## config.mk

```make
export PLATFORM = sky130hd
export DESIGN_NAME = axis_diff_sequencer_flat
export DESIGN_NICKNAME = d
export VERILOG_FILES = /design/src/rtl/vib_seq_pkg.sv /design/src/rtl/axis_diff_sequencer_if.sv /design/src/rtl/axis_sample_fifo.sv /design/src/rtl/axis_diff_sequencer.sv /design/src/flat_wrapper.sv
export SDC_FILE = /design/constraint.sdc
export NUM_CORES = 1
export LEC_CHECK = 0
export BUFFER_PORTS_ARGS = -buffer_cell sky130_fd_sc_hd__buf_2
export CAP_MARGIN = 20
export CORE_UTILIZATION = 55
export CTS_BUF_LIST = sky130_fd_sc_hd__clkbuf_16
export DETAILED_ROUTE_END_ITERATION = 12
export GPL_TIMING_DRIVEN = 0
export HOLD_SLACK_MARGIN = 0.06
export PLACE_DENSITY = 0.79
export SYNTH_ARGS = -nofsm -noshare
export SYNTH_HDL_FRONTEND = slang
export SYNTH_SLANG_ARGS = --single-unit
```

## constraint.sdc

```tcl
create_clock -name aclk -period 3.7 [get_ports aclk]
set_input_delay 0.74 -clock aclk [delete_from_list [all_inputs] [get_ports aclk]]
set_output_delay 0.74 -clock aclk [all_outputs]
set_load 0.03 [all_outputs]
```

## src/rtl/vib_seq_pkg.sv

```systemverilog
// vib_seq_pkg: state encoding and defaults shared by the sample sequencer blocks
package vib_seq_pkg;
  localparam logic [1:0] ST_IDLE = 2'd0;
  localparam logic [1:0] ST_FILL = 2'd1;
  localparam logic [1:0] ST_RUN = 2'd2;
  localparam int FILL_COUNT_DEF = 6;
endpackage

```

## src/rtl/axis_diff_sequencer_if.sv

```systemverilog
// axis_diff_sequencer_if: one AXI-Stream channel (valid/ready/data) with producer and consumer views
interface axis_diff_sequencer_if #(
  parameter int W = 16
);
  logic tvalid;
  logic tready;
  logic [W-1:0] tdata;
  modport master(output tvalid, tdata, input tready);
  modport slave(input tvalid, tdata, output tready);
endinterface

```

## src/rtl/axis_sample_fifo.sv

```systemverilog
// axis_sample_fifo: synchronous FIFO with flush; a push into a full FIFO only lands if a pop frees a slot that cycle
module axis_sample_fifo #(
  parameter int W = 16,
  parameter int DEPTH = 4
) (
  input  logic         aclk,
  input  logic         aresetn,
  input  logic         i_flush,
  input  logic         i_push,
  input  logic         i_pop,
  input  logic [W-1:0] i_din,
  output logic [W-1:0] o_dout,
  output logic         o_full,
  output logic         o_empty
);
  localparam int AW = $clog2(DEPTH);
  logic [W-1:0] r_mem [DEPTH];
  logic [AW:0] r_wptr, r_rptr;
  logic w_wr, w_rd;
  always_comb begin
    o_empty = r_wptr == r_rptr;
    o_full = (r_wptr ^ r_rptr) == {1'b1, {AW{1'b0}}};
    w_rd = i_pop & ~o_empty;
    w_wr = i_push & (~o_full | w_rd);
    o_dout = o_empty ? '0 : r_mem[r_rptr[AW-1:0]];
  end
  always_ff @(posedge aclk) begin
    if (!aresetn || i_flush) begin
      r_wptr <= '0;
      r_rptr <= '0;
    end else begin
      r_wptr <= r_wptr + (AW + 1)'(w_wr);
      r_rptr <= r_rptr + (AW + 1)'(w_rd);
    end
  end
  always_ff @(posedge aclk) begin
    if (w_wr) r_mem[r_wptr[AW-1:0]] <= i_din;
  end
endmodule

```

## src/rtl/axis_diff_sequencer.sv

```systemverilog
// axis_diff_sequencer: decimates a raw sample stream into a differentiator and buffers its
// results once the differentiator pipeline has filled
module axis_diff_sequencer
  import vib_seq_pkg::*;
#(
  parameter int AXIS_TDATA_WIDTH = 16,
  parameter int DECIM_WIDTH = 8,
  parameter int FILL_COUNT = FILL_COUNT_DEF,
  parameter int FIFO_DEPTH = 4
) (
  input  logic                   aclk,
  input  logic                   aresetn,
  input  logic                   cfg_enable,
  input  logic [DECIM_WIDTH-1:0] cfg_decim,
  axis_diff_sequencer_if.slave   S_AXIS,
  axis_diff_sequencer_if.master  D_AXIS,
  axis_diff_sequencer_if.slave   R_AXIS,
  axis_diff_sequencer_if.master  M_AXIS,
  output logic [1:0]             status_state,
  output logic [15:0]            overflow_count
);
  localparam int FW = $clog2(FILL_COUNT + 1);
  logic [1:0] r_state, w_next;
  logic [DECIM_WIDTH-1:0] r_decim, r_cnt, w_ratio;
  logic [FW-1:0] r_fill;
  logic [AXIS_TDATA_WIDTH-1:0] r_ddata;
  logic [15:0] r_ovf;
  logic r_dvalid;
  logic w_active, w_stop, w_rechg, w_fwd, w_last_fill, w_push, w_pop, w_full, w_empty;
  assign S_AXIS.tready = 1'b1;
  assign R_AXIS.tready = 1'b1;
  assign D_AXIS.tvalid = r_dvalid;
  assign D_AXIS.tdata = r_ddata;
  assign M_AXIS.tvalid = ~w_empty;
  assign status_state = r_state;
  assign overflow_count = r_ovf;
  // Disable outranks a ratio change, which outranks the fill completing
  always_comb begin
    w_ratio = (cfg_decim == '0) ? DECIM_WIDTH'(1) : cfg_decim;
    w_active = r_state != ST_IDLE;
    w_stop = w_active & ~cfg_enable;
    w_rechg = w_active & cfg_enable & (w_ratio != r_decim);
    w_fwd = w_active & ~w_stop & ~w_rechg & S_AXIS.tvalid & (r_cnt == r_decim - DECIM_WIDTH'(1));
    w_last_fill = (r_state == ST_FILL) & R_AXIS.tvalid & (r_fill == FW'(FILL_COUNT - 1));
    w_next = !w_active ? (cfg_enable ? ST_FILL : ST_IDLE) :
             w_stop ? ST_IDLE :
             w_rechg ? ST_FILL :
             w_last_fill ? ST_RUN : r_state;
    w_push = (r_state == ST_RUN) & R_AXIS.tvalid & ~w_stop;
    w_pop = M_AXIS.tvalid & M_AXIS.tready;
  end
  always_ff @(posedge aclk) begin
    if (!aresetn) begin
      r_state <= ST_IDLE;
      r_decim <= DECIM_WIDTH'(1);
      r_cnt <= '0;
      r_fill <= '0;
      r_dvalid <= 1'b0;
      r_ddata <= '0;
      r_ovf <= '0;
    end else begin
      r_state <= w_next;
      r_decim <= (!w_active || w_rechg) && w_next == ST_FILL ? w_ratio : r_decim;
      r_cnt <= (!w_active || w_stop || w_rechg || w_fwd) ? '0 : r_cnt + DECIM_WIDTH'(S_AXIS.tvalid);
      r_fill <= (r_state == ST_FILL && cfg_enable && !w_rechg) ? r_fill + FW'(R_AXIS.tvalid) : '0;
      r_dvalid <= w_fwd;
      r_ddata <= w_fwd ? S_AXIS.tdata : r_ddata;
      r_ovf <= (w_push && w_full && !w_pop && r_ovf != 16'hFFFF) ? r_ovf + 16'd1 : r_ovf;
    end
  end
  axis_sample_fifo #(.W(AXIS_TDATA_WIDTH), .DEPTH(FIFO_DEPTH)) u_fifo (
    .aclk   (aclk),
    .aresetn(aresetn),
    .i_flush(w_stop),
    .i_push (w_push),
    .i_pop  (w_pop),
    .i_din  (R_AXIS.tdata),
    .o_dout (M_AXIS.tdata),
    .o_full (w_full),
    .o_empty(w_empty)
  );
endmodule

```

## src/flat_wrapper.sv

```systemverilog
// flat-port wrapper written by rule: the top's interface ports become plain ports
module axis_diff_sequencer_flat import vib_seq_pkg::*;
#(
  parameter int AXIS_TDATA_WIDTH = 16,
  parameter int DECIM_WIDTH = 8,
  parameter int FILL_COUNT = FILL_COUNT_DEF,
  parameter int FIFO_DEPTH = 4
)
  (aclk, aresetn, cfg_enable, cfg_decim, status_state, overflow_count, S_AXIS_tvalid, S_AXIS_tdata, S_AXIS_tready, D_AXIS_tvalid, D_AXIS_tdata, D_AXIS_tready, R_AXIS_tvalid, R_AXIS_tdata, R_AXIS_tready, M_AXIS_tvalid, M_AXIS_tdata, M_AXIS_tready);
  axis_diff_sequencer_if #(.W((16))) S_AXIS_i ();
  axis_diff_sequencer_if #(.W((16))) D_AXIS_i ();
  axis_diff_sequencer_if #(.W((16))) R_AXIS_i ();
  axis_diff_sequencer_if #(.W((16))) M_AXIS_i ();
  input  logic aclk;
  input  logic aresetn;
  input  logic cfg_enable;
  input  logic [DECIM_WIDTH-1:0] cfg_decim;
  output logic [1:0] status_state;
  output logic [15:0] overflow_count;
  input wire logic [$bits(S_AXIS_i.tvalid)-1:0] S_AXIS_tvalid;
  input wire logic [$bits(S_AXIS_i.tdata)-1:0] S_AXIS_tdata;
  output wire logic [$bits(S_AXIS_i.tready)-1:0] S_AXIS_tready;
  output wire logic [$bits(D_AXIS_i.tvalid)-1:0] D_AXIS_tvalid;
  output wire logic [$bits(D_AXIS_i.tdata)-1:0] D_AXIS_tdata;
  input wire logic [$bits(D_AXIS_i.tready)-1:0] D_AXIS_tready;
  input wire logic [$bits(R_AXIS_i.tvalid)-1:0] R_AXIS_tvalid;
  input wire logic [$bits(R_AXIS_i.tdata)-1:0] R_AXIS_tdata;
  output wire logic [$bits(R_AXIS_i.tready)-1:0] R_AXIS_tready;
  output wire logic [$bits(M_AXIS_i.tvalid)-1:0] M_AXIS_tvalid;
  output wire logic [$bits(M_AXIS_i.tdata)-1:0] M_AXIS_tdata;
  input wire logic [$bits(M_AXIS_i.tready)-1:0] M_AXIS_tready;
  assign S_AXIS_i.tvalid = S_AXIS_tvalid;
  assign S_AXIS_i.tdata = S_AXIS_tdata;
  assign S_AXIS_tready = S_AXIS_i.tready;
  assign D_AXIS_tvalid = D_AXIS_i.tvalid;
  assign D_AXIS_tdata = D_AXIS_i.tdata;
  assign D_AXIS_i.tready = D_AXIS_tready;
  assign R_AXIS_i.tvalid = R_AXIS_tvalid;
  assign R_AXIS_i.tdata = R_AXIS_tdata;
  assign R_AXIS_tready = R_AXIS_i.tready;
  assign M_AXIS_tvalid = M_AXIS_i.tvalid;
  assign M_AXIS_tdata = M_AXIS_i.tdata;
  assign M_AXIS_i.tready = M_AXIS_tready;
  axis_diff_sequencer #(.AXIS_TDATA_WIDTH(AXIS_TDATA_WIDTH), .DECIM_WIDTH(DECIM_WIDTH), .FILL_COUNT(FILL_COUNT), .FIFO_DEPTH(FIFO_DEPTH)) u_core (.aclk(aclk), .aresetn(aresetn), .cfg_enable(cfg_enable), .cfg_decim(cfg_decim), .S_AXIS(S_AXIS_i), .D_AXIS(D_AXIS_i), .R_AXIS(R_AXIS_i), .M_AXIS(M_AXIS_i), .status_state(status_state), .overflow_count(overflow_count));
endmodule
```

Word level (Yosys, flattened, before mapping)
Memories as Yosys holds them, arrays and structs flattened. A register that Yosys moved wholly into a read port is not among the register bits.
Index checks and enable logic that the tools add are counted.
- register bits: 60
- latch bits: 0
- memory bits (writable): 64
- bits in read-only memories: 0
- output and inout port bits: 54
- memories: 1
- memory list (memory ; depth ; width ; read ports ; clocked after Yosys merged registers in ; wr ports ; line ; RTL):
    u_core.u_fifo.r_mem ; 4 ; 16 ; 1 ; 1 ; 1 ; axis_sample_fifo.sv:17 ; logic [W-1:0] r_mem [DEPTH];
- $add $sub $neg: 6
- $mul: 0
- divide/modulo/power cells: 0
- order comparisons: 0
- equal/unequal tests: 9
- shifts and indexed selects: 0
- muxes and demuxes: 10
- bitwise operators: 22
- reduce and logical (&&, ||, !) cells: 19
- operator list (operator ; number):
    $add A16 B1 Y16 const B ; 1
    $mux W16 ; 1
    $ne A16 B16 Y1 const B ; 1
    $and A1 B1 Y1 ; 14
    $mux W2 ; 5
    $add A3 B1 Y3 ; 3
    $add A8 B1 Y8 ; 1
    $eq A8 B8 Y1 ; 1
    $logic_not A8 Y1 ; 1
    $mux W8 ; 1
    $ne A8 B8 Y1 ; 1
    $sub A8 B1 Y8 const B ; 1
    $eq A3 B3 Y1 const B ; 2
    $logic_and A1 B1 Y1 ; 6
    $not A1 Y1 ; 6
    $logic_or A1 B1 Y1 ; 5
    $eq A2 B1 Y1 const B ; 2
    $logic_not A1 Y1 ; 4
    $eq A3 B3 Y1 ; 1
    $mux W1 ; 3
    $xor A3 B3 Y3 ; 1
    $eq A2 B2 Y1 const B ; 1
    $reduce_and A2 Y1 ; 1
    $reduce_bool A2 Y1 ; 1
    2 further kinds ; 2

Depth between registers and ports, before layout
Gate-level depths: netlist (run 1).
- depth in word-level cells: 10
- gate-level depth with buffers: 9
- gate-level depth less buffers: 8

By module
Synthesis (run 1) repeated with hierarchy kept, for this count alone.
- cell total of the unflattened synthesis: 430
- area, all modules: 5540.3 µm²
- modules (own cells, without submodules) (module ; times used ; cells an instance ; area an instance (µm²) ; seq. area each (µm²)):
    axis_diff_sequencer ; 1 ; 296 ; 2788.9 ; 1081.0
    axis_sample_fifo ; 1 ; 134 ; 2751.4 ; 2042.0

Worst setup path after synthesis (run 1)
OpenSTA, ideal clock, no wires.
- path type: in2reg
- from: input cfg_enable
- to: memory u_core.u_fifo.r_mem[0][0], enable pin
- library setup time: 0.430 ns
- arrival time: 2.633 ns
- required time: 3.270 ns
- setup slack: 0.637 ns
- stages on the path: 3
- path buffers: 1
- cells stage by stage: buf_2 nand3_1 nor4_1
- longest elaborated chain between the ends: 7
- ends and longest elaborated chain (item ; line ; RTL):
    from (decl) ; flat_wrapper.sv:16 ; input logic cfg_enable;
    $not A1 Y1 ; axis_diff_sequencer.sv:41 ; w_stop = w_active & ~cfg_enable;
    $and A1 B1 Y1 ; axis_diff_sequencer.sv:41 ;
    $not A1 Y1 ; axis_diff_sequencer.sv:49 ; w_push = (r_state == ST_RUN) & R_AXIS.tvalid & ~w_stop;
    $and A1 B1 Y1 ; axis_diff_sequencer.sv:49 ;
    $and A1 B1 Y1 ; axis_sample_fifo.sv:24 ; w_wr = i_push & (~o_full | w_rd);
    $mux W1 ; axis_sample_fifo.sv:37 ; if (w_wr) r_mem[r_wptr[AW-1:0]] <= i_din;
    $mux W1 (not written as such) ; axis_sample_fifo.sv:37 ;
    to (decl) ; axis_sample_fifo.sv:17 ;
Every way passes these cells.

Worst setup path after layout (run 1)
- from: register u_core.u_fifo.r_rptr[0]
- to: output M_AXIS_tdata[14]
- longest elaborated chain between the ends: 2
- ends and longest elaborated chain (item ; line ; RTL):
    from (decl) ; axis_sample_fifo.sv:18 ; logic [AW:0] r_wptr, r_rptr;
    from (signal assigned) ; axis_sample_fifo.sv:33 ; r_rptr <= r_rptr + (AW + 1)'(w_rd);
    $eq A3 B3 Y1 ; axis_sample_fifo.sv:21 ; o_empty = r_wptr == r_rptr;
    $mux W16 ; axis_sample_fifo.sv:25 ; o_dout = o_empty ? '0 : r_mem[r_rptr[AW-1:0]];
    to (decl) ; flat_wrapper.sv:30 ; output wire logic [$bits(M_AXIS_i.tdata)-1:0] M_AXIS_tdata;
Every way passes these cells.

==> impl_metrics.json, run 1 <==
{
  "outcome": "completed",
  "avgSynthCellArea_um2": 12.3,
  "synth_top_area_cell": "edfxtp_1",
  "antenna_found_initial": 0,
  "worst_slew_pin_slew_ns": 0.941,
  "ir_worst_vdd_mv": 0.327,
  "finalCritPeriodShare_pct": 89.5,
  "met3WireLength_um": 494,
  "worstPathMaxFanout": 10,
  "port-buffer-count": 95,
  "p_per_area_nw_per_um2": 474,
  "overflow": 0,
  "synth_area_um2": 5370,
  "avgViaCountPerCell": 5.28,
  "synth_seq_cells": 124,
  "dp_cells": 662,
  "finalSetupViolations": 0,
  "ant_nets": 0,
  "core-area_um2": 9330,
  "synth_edf_count": 64,
  "syn_inst": 435,
  "drtPass1Iterations": 6,
  "dp_hpwl_um": 7340,
  "synthArstFlopShare_pct": 0,
  "rsz0062_at_grt": "false",
  "hold_violations": 0,
  "gp_congestion": 0.848,
  "arrival_ns": 2.57,
  "wl_um": 10500,
  "grt_max_degree": 17,
  "die_y_um": 101,
  "placed_area_um2": 6040,
  "slew-limit-headroom_pct": 37.2,
  "drtIter0Drc": 143,
  "clock-sinks": 124,
  "diodes": 0,
  "drt-met1-wl_um": 4680,
  "clk_latency_ns": 0.41,
  "cts_tree": "done",
  "ys_top_cells_by_area": "edfxtp_1, dfxtp_1, mux4_2",
  "grt_pass1_vias": 3612,
  "p_leak_nw": 2.74,
  "wl_per_cell_um": 15.1,
  "final_area_um2": 6610,
  "crit_path_end_kind": "primary output",
  "cp-start-kind": "register",
  "grt.total_usage_pct": 21.8,
  "instances_no_fill": 695,
  "finalNetCount": 610,
  "synthToLayoutAreaGrowth_pct": 23.2,
  "clkTransAtPathRegs_ns": 0.06,
  "critPathKind": "reg -> out",
  "synth_top_area_share_pct": 35.8,
  "drcViolationCount": 0,
  "power_mw": 3.13,
  "synth_ff_type": "edfxtp_1",
  "yosys_warnings": 0,
  "ys_seq_area_share_pct": 58.2,
  "period_minus_slack_ns": 3.31,
  "route.met2.wl_um": 5170,
  "fp-row-count": 35,
  "clock_skew_ns": 0.00817,
  "drive_above_1_share_pct": 29.0,
  "die_w_um": 101,
  "hp-class": "reg -> reg",
  "drv_slew": 0,
  "initial_core_util_pct": 57.5,
  "drv_cap": 0,
  "cts_buffers": 17,
  "io_pins": 101,
  "cts-root-buf": "clkbuf_16",
  "vias": 3667,
  "post-route-util_pct": 70.9,
  "grt_first_pass_wirelength_um": 16800,
  "die_area_um2": 10200,
  "htree_levels": 4,
  "synthDistinctLibCells": 42,
  "worstPathRequired_ns": 2.96,
  "max_freq_mhz": 302,
  "clockBufferDepth": 2,
  "routed.top_layer": "met4"
}
[critical path, cell delays in order (launching register included)]
cell      delay (ns)
dfxtp_1         0.33
buf_2           0.28
xor2_1          0.18
nor3_2          0.39
clkbuf_2        0.25
clkbuf_1        0.43
nor2b_1         0.11
buf_2           0.20
[Yosys cell counts (2+ instances only)]
library cell,count
buf_4,2
edfxtp_1,64
nand4_1,5
nor4_1,5
a21oi_1,8
mux4_2,16
and3_1,9
nand3_1,15
nand2_1,42
ha_1,10
inv_1,10
mux2i_1,24
or3_1,5
buf_2,5
dfxtp_1,60
o21ai_0,6
nor2b_1,18
nor2_1,42
and2_1,8
xor2_1,21
clkbuf_1,9
nor3_1,14
xnor2_1,18
[where the power goes]
| group | internal (mW) | leakage, nW | switching (mW) |
|---|---|---|---|
| logic | 0.0468 | 1.41 | 0.0659 |
| clock network | 0.932 | 0.269 | 0.629 |
| registers | 1.45 | 1.06 | 0.0109 |
[per-stage QoR]
step / setup TNS (ns) / hold WS, ns / worst slack, ns
after floorplan: 0 / 0.498 / 0.637
after global placement: -8.62 / 0.442 / -0.539
after detailed placement: 0 / 0.450 / 0.443
after CTS: 0 / 0.461 / 0.00159
after global routing: 0 / 0.482 / 0.219
final: 0 / 0.456 / 0.388
[sequential cells by signal, indices dropped and copies added, names as in the netlist]
| signal | count |
|---|---|
| u_core.D_AXIS.tdata | 16 |
| u_core.overflow_count | 16 |
| u_core.r_decim | 8 |
| u_core.u_fifo.r_wptr | 3 |
| u_core.r_fill | 3 |
| u_core.status_state | 2 |
| u_core.r_cnt | 8 |
| u_core.D_AXIS.tvalid | 1 |
| u_core.u_fifo.r_rptr | 3 |
| u_core.u_fifo.r_mem | 64 |
[metal layers]
layer / global-route usage [%] / vias up
met1: 27.0 / 1770
li1: - / 1796
met3: 5.62 / 17
met5: 0 / -
met2: 36.2 / 84
met4: 9.59 / 0
[repair_timing]
item                                    CTS  global route
gates resized for setup                   0             1
endpoints found under the setup margin    0             4
hold buffers                              0             0
buffers inserted                          0             0
[layout make-up]
| class | count | area (µm²) |
|---|---|---|
| multi-input combinational | 285 | 2140 |
| clock buffer | 17 | 425 |
| fill | 664 | 2720 |
| tap | 129 | 161 |
| sequential | 124 | 3120 |
| clock inverter | 15 | 139 |
| inverter | 10 | 37.5 |
| timing repair buffer | 98 | 499 |
| buffer | 17 | 85.1 |
[cell usage in the layout, fill, tap and decap left out, types with 2 or more instances in the layout]
cell / synthesis / final
nand4_1: 5 / 5
xnor2_1: 18 / 18
clkinvlp_4: 0 / 4
nand3_1: 15 / 15
or3_1: 5 / 5
and2_1: 8 / 8
buf_4: 2 / 3
mux2i_1: 24 / 24
conb_1: 1 / 2
inv_1: 10 / 11
nor2_1: 42 / 40
dfxtp_1: 60 / 60
a21oi_1: 8 / 8
xor2_1: 21 / 21
clkbuf_16: 0 / 17
clkinv_4: 0 / 2
mux4_2: 16 / 16
buf_6: 1 / 2
and3_1: 9 / 9
nand2_1: 42 / 42
nor4_1: 5 / 4
o21ai_0: 6 / 6
clkbuf_1: 9 / 9
inv_6: 0 / 6
nor2_2: 0 / 2
nor2b_1: 18 / 18
ha_1: 10 / 10
nor3_1: 14 / 13
edfxtp_1: 64 / 64
buf_2: 5 / 100
[final timing paths]
path,cells past startpoint,from,slack (ns),to
setup / recovery,7,u_core.u_fifo.r_rptr[0]$_SDFF_PP0_,0.39,M_AXIS_tdata[14]
hold / removal,2,u_core.D_AXIS.tdata[2]$_SDFFE_PN0P_,0.46,u_core.D_AXIS.tdata[2]$_SDFFE_PN0P_
setup reg to reg,10,u_core.u_fifo.r_rptr[0]$_SDFF_PP0_,1.00,u_core.u_fifo.r_rptr[2]$_SDFF_PP0_
hold reg to reg,2,u_core.D_AXIS.tdata[2]$_SDFFE_PN0P_,0.46,u_core.D_AXIS.tdata[2]$_SDFFE_PN0P_
[cell families after synthesis]
| logic type | after synthesis | synth area share (%) |
|---|---|---|
| simple gates | 170 | 16.2 |
| fa+ha+maj | 10 | 2.33 |
| xor+xnor | 39 | 6.37 |
| mux | 40 | 11.2 |
| other cells | 1 | 0.0699 |
| flops | 124 | 58.2 |
| buf+inv | 27 | 2.28 |
| compound gates | 24 | 3.38 |
(Power assumes the default switching activity.)
==> run 2, diff against run 1 <==
==> constraint.sdc (replaced) <==
create_clock -name aclk -period 3.7 [get_ports aclk]
set_input_delay 0.185 -clock aclk [delete_from_list [all_inputs] [get_ports aclk]]
set_output_delay 0.185 -clock aclk [all_outputs]
set_load 0.03 [all_outputs]
==> run 2 against run 1 <==
Register-to-register slack lost 0.22 ns. Via count grew 4.6%. Hold slack lost 0.39 ns. Count of clock-buffer cells in the layout is the same. Die area is the same. Sequential power is essentially flat. Critical endpoint unchanged. Largest cell class unchanged. Highest routed layer unchanged.
==> impl_metrics.json, run 2 (synthesized netlist as in run 1, its figures left out) <==
{
  "worst_slew_pin_slew_ns": 0.934,
  "post-route-util_pct": 74.4,
  "layout_common_cells": "buf_2, edfxtp_1, dfxtp_1",
  "drv_slew": 0,
  "die_y_um": 101,
  "slowest_stage": "nor3_1",
  "grt_first_pass_wirelength_um": 18300,
  "io_pins": 101,
  "cts-root-buf": "clkbuf_16",
  "die_w_um": 101,
  "r2r-start": "u_core.u_fifo.r_rptr[0]$_SDFF_PP0_",
  "timing.setup.tns_ns": 0,
  "dp_hpwl_um": 7340,
  "ctsResizeCount": 0,
  "clockBufferDepth": 2,
  "vias": 3835,
  "nFillCells": 614,
  "arrival_ns": 2.80,
  "clk_latency_ns": 0.41,
  "drtIter0Drc": 153,
  "grt_pass1_vias": 3868,
  "overflow": 0,
  "avgViaCountPerCell": 5.27,
  "p_per_area_nw_per_um2": 456,
  "diodes": 0,
  "htree_levels": 4,
  "die_area_um2": 10200,
  "cp-start-kind": "register",
  "critPathKind": "reg -> out",
  "drtPass1Iterations": 4,
  "worstPathRequired_ns": 3.51,
  "crit_start": "u_core.u_fifo.r_rptr[0]$_SDFF_PP0_",
  "met3WireLength_um": 526,
  "layout_commonest_cell": "buf_2",
  "drt-met1-wl_um": 4850,
  "clock_skew_ns": 0.00813,
  "drv_cap": 0,
  "gp_congestion": 0.848,
  "cts_buffers": 17,
  "cts_tree": "done",
  "wl_um": 11500,
  "placed_area_um2": 6040,
  "drive_above_1_share_pct": 27.2,
  "synthToLayoutAreaGrowth_pct": 29.3,
  "routed.top_layer": "met4",
  "port-buffer-count": 95,
  "slew-limit-headroom_pct": 37.7,
  "worstPathMaxFanout": 10,
  "path_common_cell": "buf_2",
  "largest_register_ff_count": 64,
  "rsz0062_at_grt": "false",
  "crit_path_end_kind": "primary output",
  "period_minus_slack_ns": 2.99,
  "grt.total_usage_pct": 23.9,
  "core-area_um2": 9330,
  "grt_max_degree": 17,
  "drcViolationCount": 0,
  "ant_nets": 0,
  "p_leak_nw": 2.88,
  "hp-class": "in -> reg",
  "final_area_um2": 6940,
  "hold_violations": 0,
  "finalNetCount": 643,
  "clock-sinks": 124,
  "post_cts_buffers": 0,
  "initial_core_util_pct": 57.5,
  "wl_per_cell_um": 15.8,
  "max_freq_mhz": 335,
  "hold_slack_ns": 0.0677,
  "power_mw": 3.16,
  "fp-row-count": 35,
  "critPathMaxStageDelay_ns": 0.58,
  "finalCritPeriodShare_pct": 80.7,
  "clkTransAtPathRegs_ns": 0.06,
  "outcome": "completed",
  "min-delay-start": "cfg_decim[1]",
  "crit_path_cell_trace": "buf_2 -> xor2_1 -> nor3_1 -> clkbuf_2 -> clkbuf_1 -> nor2b_1 -> buf_2",
  "finalSetupViolations": 0,
  "ir_worst_vdd_mv": 0.325,
  "route.met2.wl_um": 5910,
  "antenna_found_initial": 0
}
-- run 2: report_power, final --
group	leakage [nW]	internal, mW	switching (mW)
logic	1.55	0.0696	0.0730
registers	1.06	1.45	0.0109
clock network	0.269	0.933	0.627
-- run 2: final cells by class --
class	instances	area, µm²	area share [%]
Timing Repair Buffer	131	830	12.0
Clock buffer	17	425	6.13
Clock inverter	15	139	2.00
Sequential cell	124	3120	45.0
Buffer	17	85.1	1.23
Multi-Input combinational cell	285	2140	30.8
Tap cell	129	161	2.33
Inverter	10	37.5	0.541
-- run 2: metal layers --
| metal | up-vias | track usage [%] |
|---|---|---|
| met4 | 0 | 11.1 |
| met3 | 18 | 5.83 |
| met5 | - | 0 |
| met1 | 1847 | 28.3 |
| met2 | 106 | 41.2 |
| li1 | 1864 | - |
-- run 2: worst paths after layout --
kind,endpoint,slack [ns],depth (start not counted)
hold reg to reg,u_core.D_AXIS.tdata[10]$_SDFFE_PN0P_,0.46,2
hold / removal,u_core.r_decim[1]$_SDFFE_PN0P_,0.07,3
setup / recovery,M_AXIS_tdata[14],0.71,7
setup reg to reg,u_core.u_fifo.r_rptr[2]$_SDFF_PP0_,0.78,10
-- run 2: critical path: cells and delay by family, from the launching register on --
| family | cells | cell delay [ns] |
|---|---|---|
| buffers and inverters | 4 | 1.20 |
| xor gates and xnor gates | 1 | 0.16 |
| DFF | 1 | 0.33 |
| and+or+nand+nor | 2 | 0.70 |
-- run 2: repair_timing --
action / 4_1_cts / 5_1_grt
hold endpoints to repair: 81 / 0
endpoints found under the setup margin: 0 / 0
hold buffers: 33 / 0
-- run 2: through the flow --
step / cells / worst slack (ns)
CTS: 727 / 0.557
finish: 728 / 0.714
global route: 728 / 0.527
global placement: 660 / -0.410
floorplan: 436 / 0.780
detailed placement: 662 / 0.655
==> run 3, diff against run 2 <==
==> constraint.sdc (replaced) <==
create_clock -name aclk -period 2.8 [get_ports aclk]
set_input_delay 0.14 -clock aclk [delete_from_list [all_inputs] [get_ports aclk]]
set_output_delay 0.14 -clock aclk [all_outputs]
set_load 0.03 [all_outputs]
==> run 3 against run 2 <==
Sequential cell count unchanged. Clock power increased by 40%. Sequential share of layout area fell by 0.60 points. Design area rose by 1.4%. Via count down 0.31%. Combinational power grew 36%. Largest cell class unchanged.
==> impl_metrics.json, run 3 (synthesized netlist as in run 1, its figures left out) <==
{
  "finalNetCount": 646,
  "period_minus_slack_ns": 2.55,
  "outcome": "completed",
  "clock-sinks": 124,
  "slew-limit-headroom_pct": 39.7,
  "nFillCells": 581,
  "cts-root-buf": "clkbuf_16",
  "worstPathMaxFanout": 10,
  "arrival_ns": 2.41,
  "finalSetupViolations": 0,
  "ant_nets": 0,
  "hp-class": "in -> reg",
  "synthToLayoutAreaGrowth_pct": 31.0,
  "seqCellArea_um2": 3120,
  "drtPass1Iterations": 4,
  "die_w_um": 101,
  "worstPathRequired_ns": 2.66,
  "timing.setup.tns_ns": 0,
  "drv_slew": 0,
  "antenna_found_initial": 0,
  "rsz0062_at_grt": "false",
  "avgViaCountPerCell": 5.24,
  "overflow": 0,
  "cts_buffers": 17,
  "critPathKind": "reg -> out",
  "layout_common_cells": "buf_2, edfxtp_1, dfxtp_1",
  "dp_cells": 661,
  "grt_max_degree": 17,
  "p_leak_nw": 2.93,
  "core-area_um2": 9330,
  "critPathMaxStageDelay_ns": 0.45,
  "grt.total_usage_pct": 23.9,
  "htree_levels": 4,
  "drtIter0Drc": 166,
  "instances_no_fill": 730,
  "crit_path_cell_trace": "buf_2 -> xor2_1 -> nor3_4 -> clkbuf_1 -> nor2b_1 -> buf_2",
  "die_area_um2": 10200,
  "port-buffer-count": 95,
  "p_per_area_nw_per_um2": 612,
  "drv_cap": 0,
  "largest_register_ff_count": 64,
  "finalCritPeriodShare_pct": 91.1,
  "cts_tree": "done",
  "drcViolationCount": 0,
  "clk_latency_ns": 0.40,
  "ir_worst_vdd_mv": 0.449,
  "post_cts_buffers": 0,
  "wl_um": 11600,
  "initial_core_util_pct": 57.5,
  "layout_commonest_cell": "buf_2",
  "drive_above_1_share_pct": 27.0,
  "vias": 3823,
  "worst_slew_pin_slew_ns": 0.904,
  "slowest_stage": "clkbuf_1",
  "wl_per_cell_um": 15.9,
  "io_pins": 101,
  "fp-row-count": 35,
  "crit_path_end_kind": "primary output",
  "gp_congestion": 0.786,
  "dp_hpwl_um": 7370,
  "multi_input_area_um2": 2160,
  "clkTransAtPathRegs_ns": 0.06,
  "diodes": 0,
  "grt_pass1_vias": 3847,
  "clockBufferDepth": 2,
  "grt_first_pass_wirelength_um": 18100,
  "clock_skew_ns": 0.00847,
  "cp-start-kind": "register",
  "hold_violations": 0,
  "max_freq_mhz": 392,
  "path_common_cell": "buf_2",
  "die_y_um": 101
}
==> run 3: area by class of cell <==
type                    instances  area share (%)
plain buffers                  17            1.21
clock buffers                  17            6.05
clock inverters                14            2.44
inverters                      10           0.534
multi-input cells             285            30.7
flip-flops and latches        124            44.4
well taps                     129            2.30
repair buffers                134            12.4
==> run 3: path summary, 6_finish.rpt <==
kind                                            start  cells past startpoint                                   to  slack [ns]
setup / recovery   u_core.u_fifo.r_rptr[0]$_SDFF_PP0_                      6                      M_AXIS_tdata[9]        0.25
hold / removal                          S_AXIS_tvalid                      4           u_core.r_cnt[0]$_SDFF_PP0_        0.09
setup reg to reg   u_core.u_fifo.r_rptr[0]$_SDFF_PP0_                      6  u_core.u_fifo.r_mem[1][8]$_DFFE_PP_        0.25
hold reg to reg   u_core.D_AXIS.tdata[4]$_SDFFE_PN0P_                      2  u_core.D_AXIS.tdata[4]$_SDFFE_PN0P_        0.46
==> run 3: repair_timing <==
item	in CTS	in global routing
resized for setup	1	1
hold buffers	38	0
endpoints found under the hold margin	86	0
cloned	0	0
endpoints found under the setup margin	12	11
==> run 3: routing by layer <==
metal  vias up  GRT usage (%)  routed length [µm]
met2        95           43.0                6090
met1      1840           26.7                4800
met5         -              0                   0
met3        20           7.14                 467
li1       1868              -                   -
met4         0           8.92                 211
==> run 3: where the power goes <==
part,switching (mW),internal (mW),leakage (nW)
combinational,0.0983,0.0967,1.57
sequential,0.0143,1.92,1.06
clock,0.777,1.40,0.297
==> run 3: worst max-delay path: cells and delay by family, from the launching register on <==
| family | cells | cell delay [ns] |
|---|---|---|
| flip-flops | 1 | 0.32 |
| XOR/XNOR | 1 | 0.21 |
| buffers and inverters | 3 | 0.93 |
| AND/OR/NAND/NOR | 2 | 0.55 |
==> run 3: stage by stage <==
step / worst slack, ns / area (µm²) / total power, mW / hold slack, ns / util, %
2_1_floorplan: 0.488 / 5380 / 2.05 / 0.239 / -
3_3_place_gp: -0.145 / 6010 / 2.11 / 0.351 / 64.5
3_5_place_dp: -0.217 / 6040 / 2.12 / 0.355 / 64.8
4_1_cts: 0.0355 / 7020 / 4.33 / 0.0737 / 75.3
5_1_grt: 0.0107 / 7030 / 4.44 / 0.0850 / 75.4
6_report: 0.248 / 7030 / 4.30 / 0.0923 / 75.4
